## config.mk

```make
export PLATFORM = sky130hd
export DESIGN_NAME = alarm_ctrl
export DESIGN_NICKNAME = d
export VERILOG_FILES = /design/src/rtl/alarm_ctrl.sv
export SDC_FILE = /design/constraint.sdc
export NUM_CORES = 1
export LEC_CHECK = 0
export CORE_UTILIZATION = 47
export DETAILED_ROUTE_END_ITERATION = 10
export PLACE_DENSITY = 0.95
export SKIP_CTS_REPAIR_TIMING = 1
export SKIP_LAST_GASP = 1
export SYNTH_ARGS = -nofsm -noshare
export SYNTH_HDL_FRONTEND = slang
export SYNTH_SLANG_ARGS = --single-unit
```

## constraint.sdc

```tcl
create_clock -name CP -period 4.6 [get_ports CP]
set_input_delay 0.92 -clock CP [delete_from_list [all_inputs] [get_ports CP]]
set_output_delay 0.92 -clock CP [all_outputs]
set_load 0.02 [all_outputs]
```

## src/rtl/alarm_ctrl.sv

```systemverilog
// Alarm stage: stores a BCD alarm time, compares it with the running clock, rings with snooze.
// Latency: RING/BUZZ assert one CP cycle after the matching TICK; loads land on the next edge.
// Backpressure: none; strobes are single-cycle and always consumed on the edge they are seen.
//
// Ports:
//   CP, nCR            clock (rising edge) and synchronous active-low reset
//   TICK               1 Hz strobe, one CP cycle wide; the only thing that advances time
//   Q_H/Q_M/Q_S        running time, BCD
//   SET, D_H, D_M      alarm load strobe and BCD alarm time to load
//   ALM_EN             arm switch (level); low forces IDLE
//   STOP, SNZ          user strobes; STOP wins when both are high
//   A_H/A_M            stored alarm time, BCD (preset source while setting the alarm)
//   RING, BUZZ, STATE  ringing flag, 1 Hz buzzer drive, state (00 IDLE, 01 RING, 10 SNOOZE)
module alarm_ctrl #(
  parameter int unsigned RING_SEC   = 60,
  parameter int unsigned SNOOZE_SEC = 300,
  parameter int unsigned MAX_SNOOZE = 3,
  parameter logic [7:0]  RST_H      = 8'h07,
  parameter logic [7:0]  RST_M      = 8'h00
) (
  input  logic       CP,
  input  logic       nCR,
  input  logic       TICK,
  input  logic [7:0] Q_H,
  input  logic [7:0] Q_M,
  input  logic [7:0] Q_S,
  input  logic       SET,
  input  logic [7:0] D_H,
  input  logic [7:0] D_M,
  input  logic       ALM_EN,
  input  logic       STOP,
  input  logic       SNZ,
  output logic [7:0] A_H,
  output logic [7:0] A_M,
  output logic       RING,
  output logic       BUZZ,
  output logic [1:0] STATE
);

  localparam int unsigned CNT_MAX = (RING_SEC > SNOOZE_SEC) ? RING_SEC : SNOOZE_SEC;
  localparam int unsigned CNT_W   = $clog2(CNT_MAX + 1);
  localparam int unsigned SNZ_W   = (MAX_SNOOZE < 1) ? 1 : $clog2(MAX_SNOOZE + 1);

  typedef enum logic [1:0] {
    S_IDLE   = 2'b00,
    S_RING   = 2'b01,
    S_SNOOZE = 2'b10
  } state_e;

  state_e             state_q, state_d;
  logic [7:0]         a_h_q, a_h_d;
  logic [7:0]         a_m_q, a_m_d;
  logic [CNT_W-1:0]   cnt_q, cnt_d;
  logic [SNZ_W-1:0]   snz_q, snz_d;
  logic               phase_q, phase_d;

  logic load_ok;
  logic match;

  function automatic logic bcd_ok(input logic [7:0] v);
    return (v[7:4] <= 4'd9) && (v[3:0] <= 4'd9);
  endfunction

  // Out-of-range loads are dropped entirely so the stored alarm is always a legal time.
  assign load_ok = SET && bcd_ok(D_H) && bcd_ok(D_M) && (D_H <= 8'h23) && (D_M <= 8'h59);

  // Compares against the registered alarm, so a same-edge SET cannot affect this match.
  assign match = TICK && ALM_EN && (state_q == S_IDLE) &&
                 (Q_H == a_h_q) && (Q_M == a_m_q) && (Q_S == 8'h00);

  always_comb begin
    state_d = state_q;
    a_h_d   = a_h_q;
    a_m_d   = a_m_q;
    cnt_d   = cnt_q;
    snz_d   = snz_q;
    phase_d = phase_q;

    if (load_ok) begin
      a_h_d = D_H;
      a_m_d = D_M;
    end

    case (state_q)
      S_IDLE: begin
        cnt_d   = '0;
        phase_d = 1'b0;
        if (match) begin
          state_d = S_RING;
          cnt_d   = CNT_W'(RING_SEC);
          snz_d   = '0;
          phase_d = 1'b1;
        end
      end

      S_RING: begin
        if (!ALM_EN || STOP) begin
          state_d = S_IDLE;
          cnt_d   = '0;
          phase_d = 1'b0;
        end else if (SNZ) begin
          if (snz_q < SNZ_W'(MAX_SNOOZE)) begin
            state_d = S_SNOOZE;
            cnt_d   = CNT_W'(SNOOZE_SEC);
            snz_d   = snz_q + 1'b1;
            phase_d = 1'b0;
          end else begin
            // Snoozes exhausted: the press behaves as STOP.
            state_d = S_IDLE;
            cnt_d   = '0;
            phase_d = 1'b0;
          end
        end else if (TICK) begin
          // <= 1 rather than == 1 also catches a zero count, so it can never wrap.
          if (cnt_q <= CNT_W'(1)) begin
            state_d = S_IDLE;
            cnt_d   = '0;
            phase_d = 1'b0;
          end else begin
            cnt_d   = cnt_q - 1'b1;
            phase_d = ~phase_q;
          end
        end
      end

      S_SNOOZE: begin
        if (!ALM_EN || STOP) begin
          state_d = S_IDLE;
          cnt_d   = '0;
          phase_d = 1'b0;
        end else if (TICK) begin
          if (cnt_q <= CNT_W'(1)) begin
            state_d = S_RING;
            cnt_d   = CNT_W'(RING_SEC);
            phase_d = 1'b1;
          end else begin
            cnt_d = cnt_q - 1'b1;
          end
        end
      end

      default: begin
        // Encoding 11 is never produced; recover to IDLE if it ever appears.
        state_d = S_IDLE;
        cnt_d   = '0;
        phase_d = 1'b0;
      end
    endcase
  end

  always_ff @(posedge CP) begin
    if (!nCR) begin
      state_q <= S_IDLE;
      a_h_q   <= RST_H;
      a_m_q   <= RST_M;
      cnt_q   <= '0;
      snz_q   <= '0;
      phase_q <= 1'b0;
    end else begin
      state_q <= state_d;
      a_h_q   <= a_h_d;
      a_m_q   <= a_m_d;
      cnt_q   <= cnt_d;
      snz_q   <= snz_d;
      phase_q <= phase_d;
    end
  end

  assign A_H   = a_h_q;
  assign A_M   = a_m_q;
  assign STATE = state_q;
  assign RING  = (state_q == S_RING);
  assign BUZZ  = (state_q == S_RING) && phase_q;

endmodule

```

Word level (Yosys, flattened, before mapping)
Index checks and enable logic that the tools add are counted.

word-level totals
  register bits = 30
  input port bits = 47
  output and inout port bits = 20
  logic and storage cells = 84

operators by class
  add/subtract/negate cells = 2
  $lt $le $gt $ge = 8
  equal/unequal tests = 12
  mux-type cells = 34
  bitwise operators = 1
  reduce and logical (&&, ||, !) cells = 21

operator list
  cell                                                  count
  2-to-1 mux 9 bit                                      8
  case mux 9 bit (3 select lines)                       1
  2-to-1 mux 2 bit                                      13
  == test 8 bit                                         2
  <= comparator 4 bit (second input constant)           4
  logical AND 1 bit                                     12
  AND reduction 5 bit                                   2
  <= comparator 9 x 1 -> 1 bit (second input constant)  1
  subtractor 9 x 1 -> 9 bit (second input constant)     1
  <= comparator 8 x 6 -> 1 bit (second input constant)  1
  <= comparator 8 x 7 -> 1 bit (second input constant)  1
  logical NOT 8 bit                                     1
  2-to-1 mux 1 bit                                      8
  2-to-1 mux 6 bit                                      1
  != test 2 bit (second input constant)                 3
  != test 3 bit (second input constant)                 2
  case mux 2 bit (3 select lines)                       1
  != test 4 x 2 -> 1 bit (second input constant)        1
  != test 4 x 3 -> 1 bit (second input constant)        1
  case mux 2 bit (2 select lines)                       1
  case mux 1 bit (3 select lines)                       1
  AND reduction 3 bit                                   1
  adder 2 x 1 -> 2 bit (second input constant)          1
  == test 2 x 1 -> 1 bit (second input constant)        1
  9 further kinds                                       9

Logic depth before layout (Yosys ltp)
Gate-level depths: netlist of run 1.

  depth in word-level cells = 7
  gate-level depth with buffers = 7
  depth with buffers taken out = 7

Worst setup path after synthesis of run 1
Ideal clock, no wire load.

  path type = in2reg
  start = in D_H[6]
  end = reg a_h_q[0] (netlist: A_H[0])
  library setup time = 0.128 ns
  arrival time = 2.251 ns
  required time = 4.472 ns
  setup slack = 2.221 ns
  cell stages on the path = 7
  path buffers = 2
  path through = or4b_1 > a21oi_1 > and3_1 > buf_4 > buf_4 > mux2i_1 > nand2_1

between the ends
  cells in the longest elaborated chain, start to end = 6
  elaborated cells between the ends (all ways) = 7
  classes of those cells = order compare: 2; reduce/logical: 5

RTL lines
  item                               line  RTL
  start: declaration                 28    input logic [7:0] D_H,
  <= comparator 4 bit                61    return (v[7:4] <= 4'd9) && (v[3:0] <= 4'd9);
  logical AND 1 bit                  61
  logical AND 1 bit (2 in series)    65    assign load_ok = SET && bcd_ok(D_H) && bcd_ok(D_M) && (D_H <= 8'h23) && (D_M <= 8'h59);
  logical AND 1 bit * (2 in series)  65
  end signal: assignment             161   a_h_q <= a_h_d;
  end: declaration                   51    logic [7:0] a_h_q, a_h_d;

Mark *: on every way between the ends. The rest lies on a longest branch, timed or not.
A chain may end at the register's enable or synchronous reset.

Worst setup path in the final report of run 1
  start = in D_H[6]
  end = reg a_m_q[1] (netlist: A_M[1])

between the ends
  cells in the longest elaborated chain, start to end = 6
  elaborated cells between the ends (all ways) = 7
  classes of those cells = order compare: 2; reduce/logical: 5

RTL lines
  item                               line  RTL
  <= comparator 4 bit                61
  logical AND 1 bit                  61
  logical AND 1 bit (2 in series)    65
  logical AND 1 bit * (2 in series)  65
  end signal: assignment             162   a_m_q <= a_m_d;
  end: declaration                   52    logic [7:0] a_m_q, a_m_d;

Marked as above.

==> results.cfg, run 1 <==
[outcome]
status = finished clean

[logic_synthesis]
avgSynthCellArea_um2 = 9.02
synth.most_common_cell = dfxtp_1
synthDistinctLibCells = 48
ys_seq_area_frac = 0.340
postSynthCellCount = 196
synth_common_cells = dfxtp_1, xnor2_1, nand2_1, nor2_1, mux2i_1
ys.flop_type = dfxtp_1
synthesis.nets = 246
synth_warnings = 0
yosys.area.top_type = dfxtp_1
syn_area_um2 = 1770
synth.top_cell.area_share = 0.340
synth_edf_count = 0
ys_async_sr_fraction = 0
synth-seq-cells = 30
synth_area_leaders = dfxtp_1, xnor2_1, mux2i_1, nand2_1, nor2_1

[detailed_routing]
vias = 1769
first_pass_iters = 4
drcViolationCount = 0
postRouteAntennaNets = 0
wl_per_cell_um = 15.5
initialDrtViolationCount = 131
vias_per_cell = 5.74
drt_wl_total_um = 4780

[worst_setup_path]
cp_slowest_stage_delay_ns = 0.73
setup.worst_path.end_class = register
cp.required_ns = 4.75
worstRegToRegCells = 5
startpoint_type = input pin
crit_chain = clkdlybuf4s50_1 > or4b_1 > a21oi_1 > and3_1 > mux2i_1 > nor2_1
slowest_stage = and3_1
crit_fanout = 16
rrSetupSlack_ns = 2.63
timing.critical_path.arrival_ns = 3.05
path_class = in2reg

[power]
p_per_area_nw_per_um2 = 218
vdd_drop_max_mv = 0.102
leakage_nw = 0.879
p_total_mw = 0.554

[final_layout]
drive_gt1_frac = 0.0573
n_antenna_cell = 0
area_growth_syn_to_layout_pct = 43.5
utilization = 0.732
nets = 311

[cts]
clkSlewWorstSetupHoldPaths_ns = 0.07
cts_sinks = 30
clock_path_buffers = 2
numCtsBuffers = 5
clk_latency_ns = 0.29
cts_tree = built
cts-root-buf = clkbuf_8
htree_levels = 2

[timing]
fin_crit_sh = 0.630
skew_ns = 0.00448
holdWs_ns = 0.488
finalHoldViolCount = 0
setup_viol = 0
drv_slew = 0
rsz0062_at_grt = no
worst_pin_slew_ns = 0.856
layout_min_cycle_time_ns = 2.90
setup_ws_ns = 1.70
timing.fmax_ghz = 0.345
fin_tns_setup_ns = 0
maxSlewHeadroom = 0.429

[floorplan]
initial_core_util = 0.510
core.rowCount = 21
dieArea_um2 = 4010
fp.dieH_um = 63.3
core_area_um2 = 3470
ios = 67
die_width_um = 63.3

[place]
dp_hpwl_um = 3450
place_ws_ns = 1.42
place_congestion = 0.875
portBuffers = 66

[global_routing]
grt_pass1_vias = 1724
grt_max_degree = 26
gr-total-overflow = 0
grt_pass1_wl_um = 7690
grt_usage = 0.249
antenna_found_initial = 0

[worst_hold_path]
hold_path_class = reg2reg
holdPathStages = 2

[job]
maxCapViolations = 0
report_power, final:
| group | switching (mW) | total, mW | internal (mW) | leakage, nW |
|---|---|---|---|---|
| logic | 0.0229 | 0.0676 | 0.0447 | 0.590 |
| registers | 0.000796 | 0.261 | 0.260 | 0.242 |
| clock network | 0.105 | 0.225 | 0.120 | 0.0472 |
layout make-up:
cell class                 instances  area [um^2]
timing repair buffer              66          661
sequential                        30          601
inverter                           4         15.0
clock inverter                     2         12.5
multi-input combinational        154         1110
clock buffer                       6         82.6
tap                               46         57.6
fill                             239          931
worst paths after layout:
check / endpoint / from
worst max register to register: STATE[0] / STATE[0]
worst min register to register: cnt_q[7] / cnt_q[7]
worst max-delay path: A_M[1] / D_H[6]
worst min-delay path: cnt_q[7] / cnt_q[7]
layer usage:
layer,wire [um],global-route usage
met5,0,0
met4,74,0.0909
met3,335,0.0815
met2,2380,0.431
met1,1990,0.282
worst max-delay path: cells and delay by family:
family | cells | cell delay [ns]
buffers and inverters | 1 | 0.39
and+or+nand+nor | 3 | 1.31
muxes | 1 | 0.30
AOI/OAI and AO/OA | 1 | 0.12
stage by stage:
| stage | instances | area [um^2] |
|---|---|---|
| floorplan | 196 | 1770 |
| global placement | 300 | 2440 |
| detailed placement | 300 | 2440 |
| CTS | 308 | 2540 |
| global route | 308 | 2540 |
| finish | 308 | 2540 |
logic make-up after synthesis:
family / Yosys count / synth area share
AO/OA/AOI/OAI: 43 / 0.191
XOR/XNOR: 20 / 0.0991
adder cells (fa/ha/maj): 3 / 0.0212
buffers and inverters: 12 / 0.0333
flip-flops: 30 / 0.340
multiplexers: 14 / 0.0800
AND/OR/NAND/NOR: 74 / 0.236
state kept, by name, indices dropped and copies added (netlist names):
register	count
A_H	8
A_M	8
STATE	2
cnt_q	9
phase_q	1
snz_q	2
cell usage in the layout, fill, tap and decap left out, types with 2 or more instances in the layout:
cell type / instances
a21o_1: 4
a311oi_1: 3
a41o_1: 2
inv_1: 4
nand2_1: 15
mux2i_1: 13
a21oi_4: 2
and2_1: 2
a21boi_0: 3
nand3_1: 5
o211ai_1: 2
nor4_1: 2
xor2_1: 3
o211a_1: 2
nand2b_1: 2
xnor2_1: 17
a21oi_1: 10
nor2b_1: 2
clkbuf_8: 6
nor2_1: 15
o22a_1: 2
nand4_1: 6
nor3_1: 8
a221oi_1: 2
o21ai_0: 5
and3_1: 2
nor3b_1: 4
or3_1: 2
clkdlybuf4s50_1: 66
ha_1: 3
dfxtp_1: 30
Note: power is estimated with default switching activity, not from simulation.
==> run 2: changes to the inputs <==
--- a/config.mk
+++ b/config.mk
@@ -5,9 +5,9 @@
 export SDC_FILE = /design/constraint.sdc
 export NUM_CORES = 1
 export LEC_CHECK = 0
-export CORE_UTILIZATION = 47
+export CORE_UTILIZATION = 44
 export DETAILED_ROUTE_END_ITERATION = 10
-export PLACE_DENSITY = 0.95
+export PLACE_DENSITY = 0.92
 export SKIP_CTS_REPAIR_TIMING = 1
 export SKIP_LAST_GASP = 1
 export SYNTH_ARGS = -nofsm -noshare
==> constraint.sdc (replaced) <==
create_clock -name CP -period 2.8 [get_ports CP]
set_input_delay 0.56 -clock CP [delete_from_list [all_inputs] [get_ports CP]]
set_output_delay 0.56 -clock CP [all_outputs]
set_load 0.02 [all_outputs]
==> results.cfg, run 2 (synthesis results as in run 1) <==
[outcome]
status = finished clean

[cts]
clkSlewWorstSetupHoldPaths_ns = 0.07
numCtsBuffers = 5
cts_tree = built
cts-root-buf = clkbuf_8
clock_path_buffers = 2
htree_levels = 2
cts_sinks = 30
clk_latency_ns = 0.28

[final_layout]
area_growth_syn_to_layout_pct = 46.4
nets = 315
layout_commonest_cell = clkdlybuf4s50_1
largest_reg_flops = 9
multiInputGateArea_um2 = 1110
n_fill_cell = 295
ff_latch_area_um2 = 601
largest_register = cnt_q
final_cell_mix = clkdlybuf4s50_1, dfxtp_1, xnor2_1, nor2_1, nand2_1
drive_gt1_frac = 0.0679
n_antenna_cell = 0

[floorplan]
core.rowCount = 22
initial_core_util = 0.472
dieArea_um2 = 4280
core_area_um2 = 3740
fp.dieH_um = 65.4
die_width_um = 65.4
ios = 67

[timing]
fin_crit_sh = 0.876
holdWs_ns = 0.486
setup_viol = 0
setup_ws_ns = 0.348
fin_tns_setup_ns = 0
finalHoldViolCount = 0
timing.fmax_ghz = 0.408
maxSlewHeadroom = 0.480
rsz0062_at_grt = no
worst_pin_slew_ns = 0.779
layout_min_cycle_time_ns = 2.45
skew_ns = 0.00819
drv_slew = 0

[worst_setup_path]
crit_fanout = 9
crit_chain = nor2b_1 > and2_1 > clkdlybuf4s50_1
cp_slowest_stage_delay_ns = 0.60
timing.critical_path.arrival_ns = 1.89
startpoint_type = register
cp.required_ns = 2.24
slowest_stage = clkdlybuf4s50_1
setup.worst_path.end_class = output port
path_class = reg2out

[place]
portBuffers = 66
place_ws_ns = 0.250
place_congestion = 0.814
dp_hpwl_um = 3410

[global_routing]
grt_pass1_wl_um = 7490
grt_pass1_vias = 1718
antenna_found_initial = 0
grt_max_degree = 26
grt_usage = 0.227
gr-total-overflow = 0

[detailed_routing]
postRouteAntennaNets = 0
drcViolationCount = 0
vias = 1717
initialDrtViolationCount = 100
wl_per_cell_um = 14.2
drt_wl_total_um = 4430
vias_per_cell = 5.49
first_pass_iters = 4

[power]
p_per_area_nw_per_um2 = 380
vdd_drop_max_mv = 0.213
p_total_mw = 0.983
leakage_nw = 0.910

[worst_hold_path]
hold_path_class = reg2reg

[job]
maxCapViolations = 0
-- run 2: changes by cell type in the layout (fill, tap and decap cells not counted), sizes merged --
cell,previous run,this run
bufinv,0,1
clkinv,1,0
clkinvlp,1,0
buf,0,4
-- run 2: worst paths after layout --
kind                               start       end  slack [ns]  depth (start not counted)
worst max register to register  cnt_q[1]  cnt_q[2]        0.89                          6
worst min register to register  cnt_q[7]  cnt_q[7]        0.49                          2
worst max-delay path            STATE[0]      BUZZ        0.35                          3
worst min-delay path            cnt_q[7]  cnt_q[7]        0.49                          2
-- run 2: cell type report --
| cell class | count | area share |
|---|---|---|
| inverter | 4 | 0.00580 |
| timing repair buffer | 70 | 0.267 |
| clock buffer | 6 | 0.0319 |
| multi-input combinational | 154 | 0.428 |
| sequential | 30 | 0.232 |
| clock inverter | 1 | 0.0116 |
| tap | 48 | 0.0232 |
-- run 2: through the flow --
| stage | std cells | utilization | area (um^2) |
|---|---|---|---|
| 2_1_floorplan | 196 | - | 1770 |
| 6_report | 313 | 0.691 | 2590 |
| 3_5_place_dp | 306 | 0.661 | 2470 |
| 4_1_cts | 313 | 0.691 | 2590 |
| 3_3_place_gp | 306 | 0.661 | 2470 |
| 5_1_grt | 313 | 0.691 | 2590 |
-- run 2: worst max-delay path: cells and delay by family (launching register included) --
family	cells	cell delay, ns
buffers and inverters	1	0.60
flip-flops	1	0.46
AND/OR/NAND/NOR	2	0.55
-- run 2: layer usage --
layer,share of wire,global-route usage,vias to the layer above
li1,-,-,859
met1,0.43,0.257,790
met2,0.48,0.392,63
met3,0.076,0.0816,5
met4,0.013,0.0788,0
met5,0,0,-
-- run 2: power by group --
group / switching, mW / internal, mW / leakage (nW)
clock: 0.159 / 0.284 / 0.0573
combinational: 0.0360 / 0.0746 / 0.611
sequential: 0.00138 / 0.428 / 0.242
==> run 3: changes to the inputs <==
--- a/config.mk
+++ b/config.mk
@@ -5,7 +5,9 @@
 export SDC_FILE = /design/constraint.sdc
 export NUM_CORES = 1
 export LEC_CHECK = 0
+export CAP_MARGIN = 40
 export CORE_UTILIZATION = 44
+export CTS_CLUSTER_DIAMETER = 150
 export DETAILED_ROUTE_END_ITERATION = 10
 export PLACE_DENSITY = 0.92
 export SKIP_CTS_REPAIR_TIMING = 1
==> results of run 3 <==
The final DEF is identical to that of run 2; final timing and power are the same.
